### config.mk
export PLATFORM = sky130hd
export DESIGN_NAME = rdecouple
export DESIGN_NICKNAME = d
export VERILOG_FILES = /design/src/rtl/rdecouple.sv
export SDC_FILE = /design/constraint.sdc
export NUM_CORES = 1
export LEC_CHECK = 0
export ABC_AREA = 1
export CORE_UTILIZATION = 25
export CTS_CLUSTER_DIAMETER = 30
export DETAILED_ROUTE_END_ITERATION = 10
export PLACE_DENSITY = 0.43
export SLEW_MARGIN = 10
export SYNTH_ARGS = -nofsm -noshare
export SYNTH_HDL_FRONTEND = slang
export SYNTH_SLANG_ARGS = --single-unit
### constraint.sdc
create_clock -name clk -period 2.4 [get_ports clk]
set_clock_uncertainty 0.15 [all_clocks]
set_input_delay 0.72 -clock clk [delete_from_list [all_inputs] [get_ports clk]]
set_output_delay 0.72 -clock clk [all_outputs]
set_load 0.05 [all_outputs]
### src/rtl/rdecouple.sv
// Backward-path decoupler: registered din_ready with a small skid FIFO behind it.
// Define RDECOUPLE_BYPASS_EN to add the zero-latency empty-buffer path from din to dout.
module rdecouple #(
    parameter int DEPTH = 2,
    parameter int DIN   = 16
) (
    input  logic           clk,
    input  logic           rst,
    input  logic [DIN-1:0] din_data,
    input  logic           din_valid,
    output logic           din_ready,
    output logic [DIN-1:0] dout_data,
    output logic           dout_valid,
    input  logic           dout_ready
);

    localparam int CW = $clog2(DEPTH + 1);
    localparam int PW = (DEPTH > 1) ? $clog2(DEPTH) : 1;
    localparam logic [CW-1:0] FULL = CW'(DEPTH);
    localparam logic [PW-1:0] LAST = PW'(DEPTH - 1);

    logic [DIN-1:0] mem [DEPTH];
    logic [PW-1:0]  w_ptr;
    logic [PW-1:0]  r_ptr;
    logic [CW-1:0]  count;
    logic [CW-1:0]  count_next;
    logic           empty;
    logic           push_in;
    logic           fifo_wr;
    logic           fifo_rd;

    // Pointers wrap explicitly so DEPTH need not be a power of two.
    function automatic logic [PW-1:0] wrap_inc(input logic [PW-1:0] p);
        return (p == LAST) ? '0 : p + 1'b1;
    endfunction

    always_comb begin
        empty   = (count == '0);
        push_in = din_valid & din_ready;
        fifo_rd = ~empty & dout_ready;
`ifdef RDECOUPLE_BYPASS_EN
        dout_valid = ~empty | push_in;
        dout_data  = empty ? din_data : mem[r_ptr];
        fifo_wr    = push_in & ~(empty & push_in & dout_ready);
`else
        dout_valid = ~empty;
        dout_data  = mem[r_ptr];
        fifo_wr    = push_in;
`endif
        count_next = count;
        if (fifo_wr & ~fifo_rd) begin
            count_next = count + 1'b1;
        end else if (~fifo_wr & fifo_rd) begin
            count_next = count - 1'b1;
        end
    end

    // din_ready looks one cycle ahead: a free slot now guarantees next cycle's push fits.
    always_ff @(posedge clk) begin
        if (rst) begin
            count     <= '0;
            w_ptr     <= '0;
            r_ptr     <= '0;
            din_ready <= 1'b0;
        end else begin
            count     <= count_next;
            din_ready <= (count_next < FULL);
            if (fifo_wr) begin
                w_ptr <= wrap_inc(w_ptr);
            end
            if (fifo_rd) begin
                r_ptr <= wrap_inc(r_ptr);
            end
        end
    end

    always_ff @(posedge clk) begin
        if (fifo_wr) begin
            mem[w_ptr] <= din_data;
        end
    end

endmodule

---- Yosys cells after proc, flatten, opt, wreduce, memory -nomap -nowiden ----
Memory sizes are Yosys's and may differ from the RTL's. A register that Yosys moved wholly into a read port is not among the register bits.
Cells that the tools add are included.
word-level totals
  register bits ........................... 5
  memory bits (writable) .................. 32
  input port bits ......................... 20
  output and inout port bits .............. 18
  word-level logic and storage cells ...... 26
  memories ................................ 1
memories
  memory  words  bits a word  read ports  clocked after Yosys merged registers in  write ports  line  source
  mem     2      16           1           1                                        1            22    logic [DIN-1:0] mem [DEPTH];
cells by class
  $add $sub $neg .......................... 4
  $lt $le $gt $ge ......................... 1
  mux-type cells .......................... 8
  bitwise gates (word level) .............. 7
  reduce and logical (&&, ||, !) cells .... 1
operator list
  cell                                               count
  two-way mux 1 bit                                  6
  bitwise AND 1 bit                                  4
  two-way mux 2 bit                                  2
  NOT 1 bit                                          3
  adder 1 bit, second input constant                 2
  adder 2 x 1 -> 2 bit, second input constant        1
  zero test 2 bit                                    1
  less-than comparator 2 bit, second input constant  1
  subtractor 2 x 1 -> 2 bit, second input constant   1

---- Longest topological paths before layout ----
  word-level depth ........................ 7
  mapped depth ............................ 10
  mapped depth without buffers ............ 10

---- Worst setup path after synthesis ----
OpenSTA, ideal clock, no wires.
  path type ............................... input port to flip-flop
  from .................................... in din_valid
  to ...................................... mem mem[1][0], enable pin
  data arrival time ....................... 1.574 ns
  data required time ...................... 1.860 ns
  path slack .............................. 0.286 ns
  stages .................................. 2
  buffers on the path ..................... 0
  cell sequence ........................... nand2_1 -> nor2_1
on the way
  cells in the longest elaborated chain, start to end .. 3
ends and longest elaborated chain
  element                                  line  source
  start, declared                          10    input logic din_valid,
  bitwise AND 1 bit                        39    push_in = din_valid & din_ready;
  two-way mux 1 bit                        78    if (fifo_wr) begin
  two-way mux 1 bit (not written as such)  79    mem[w_ptr] <= din_data;
  end, declared                            22
No other way between the ends.

==> impl_metrics.tcl <==
set metrics [dict create \
    status "finished clean" \
    grt_max_degree 13 \
    cts_max_path_buffers 2 \
    end_kind "output pin" \
    placedCellCount 208 \
    numCtsBuffers 5 \
    grt_pass1_wl_um 4130 \
    reg2reg_setup_slack_ps 780 \
    clk_pin_slew_ps 60 \
    yosys_warnings 0 \
    die_x_um 79.7 \
    slew_viol_final 0 \
    synth-seq-area-share 0.716 \
    syn_to_final_growth_pct 44.4 \
    dieArea_mm2 0.00635 \
    postSynthAreaPerCell_um2 15.9 \
    critPathKind "flip-flop to output pin" \
    path_max_fanout 6 \
    drt-pass1-iter-count 3 \
    finalCriticalPeriod_ps 2260 \
    routed_wl_um 2580 \
    drt-initial-drc-count 26 \
    postSynthCellCount 95 \
    hpwl_um 1940 \
    fp-row-count 27 \
    cts_tree "built" \
    start_kind "flip-flop" \
    clock_sinks 38 \
    vias 852 \
    track_usage 0.0900 \
    coreArea_mm2 0.00568 \
    post-route-period-util 0.943 \
    crit_required_ps 1530 \
    max_slew_margin 0.879 \
    rsz0062_at_grt "false" \
    synth_fp_nets 118 \
    drc 0 \
    antenna_found_initial 0 \
    vias_per_cell 3.94 \
    maxCapViolCount 0 \
    setup-tns-final_ps 0 \
    netlist_area_mm2 0.00151 \
    ios 38 \
    die_h_um 79.7 \
    hold_class "flip-flop to flip-flop" \
    wl_per_cell_um 12.0 \
    drtAntennaViolNets 0 \
    final_layout_size_suffix_gt1_frac 0.354 \
    cellLeakagePower_nw 0.855 \
    max_freq_ghz 0.442 \
    cts_hold_buf 0 \
    layoutNonFillerInstCount 216 \
    worstPathArrival_ps 1390 \
    vdd_ir_drop_max_uv 342 \
    ys_types 14 \
    fin_nets 166 \
    clk_latency_ps 280 \
    gp_congestion 0.759 \
    grt-ovfl-total 0 \
    n_antenna_cell 0 \
    yosys_register_bits 38 \
    timing.final.hold_violations 0 \
    cts_root_buf "clkbuf_8" \
    setup_viol 0 \
    grt_pass1_vias 869 \
    initial_core_util 0.266 \
    h-tree-depth 2 \
    port_buffers 37 \
    whs_ps 333 \
    worstMarginPinSlew_ps 181 \
    power_density_mw_per_mm2 922 \
]
through the flow:
step	power (mW)	setup WS, ps	util	area [um2]
after global routing	2.11	55.0	0.384	2180
after global placement	1.51	244	0.364	2070
after CTS	2.04	6.28	0.384	2180
final	2.01	138	0.384	2180
after detailed placement	1.52	197	0.364	2070
after floorplan	1.26	286	-	1510
flip-flops by register name, summed over array words and instances (netlist names), named ones only:
name and count:
w_ptr 1, r_ptr 1, din_ready 1, count 1
mem 32
repair_timing:
| action | CTS | global route |
|---|---|---|
| setup endpoints to repair | 0 | 13 |
| gates resized for setup | 0 | 1 |
| setup buffers | 0 | 0 |
cells by family (layout without fill, tap and decap cells):
group           Yosys count  after routing  share of synthesized area
compound gates            3              3                    0.00995
flops                    38             38                      0.716
mux                      16             16                      0.144
fa+ha+maj                 3              3                     0.0249
buf+inv                  13             62                     0.0481
simple gates             22             22                     0.0564
worst max-delay path, cell delays in order (launching register included):
cell and delay [ps]:
dfxtp_2 400, buf_4 180, mux2_2 340, buf_4 190
layer usage:
layer / up-vias / part of all wire / track usage
met2: 29 / 0.48 / 0.140
met1: 394 / 0.44 / 0.111
met5: - / 0 / 0
met4: 0 / 0.016 / 0.0382
li1: 424 / - / -
met3: 5 / 0.060 / 0.0331
report_power, final:
group	total [mW]	leakage, nW	internal, mW	switching, mW
registers	0.808	0.343	0.784	0.0241
clock network	0.512	0.0579	0.305	0.206
logic	0.688	0.455	0.304	0.384
final cells by class:
cell class                 count  area (um2)
inverter                      11        41.3
clock buffer                   5        68.8
clock inverter                 3        40.0
fill                         540        3500
sequential                    38        1080
timing repair buffer          43         495
multi-input combinational     44         360
tap                           72        90.1
synth_stat cells:
cell	n	area, um2
mux2_2	6	67.6
edfxtp_1	32	961
inv_1	11	41.3
dfxtp_1	6	120
buf_6	1	11.3
mux2_4	10	150
nor3_1	1	5.00
nand3_1	1	5.00
a21oi_1	2	10.0
o21ai_0	1	5.00
buf_12	1	20.0
nand2_1	11	41.3
nor2_1	9	33.8
ha_1	3	37.5
cell usage in the layout (no fill, tap or decap):
master	instances
edfxtp_1	32
clkdlybuf4s50_1	19
buf_4	14
inv_1	11
nand2_1	11
mux2_4	10
buf_12	10
nor2_1	7
mux2_2	6
dfxtp_1	5
clkbuf_8	5
ha_1	3
nor2_2	2
a21oi_1	2
clkinv_2	2
o21ai_0	1
nor3_1	1
nand3_1	1
dfxtp_2	1
bufinv_16	1
final timing paths:
check	start	to	cells past startpoint
setup / recovery	flip-flop	dout_data[6]	3
hold / removal	count[0]	count[0]	2
setup reg to reg	count[0]	count[0]	9
hold reg to reg	count[0]	count[0]	2
Power figures use the tool's default switching activity.
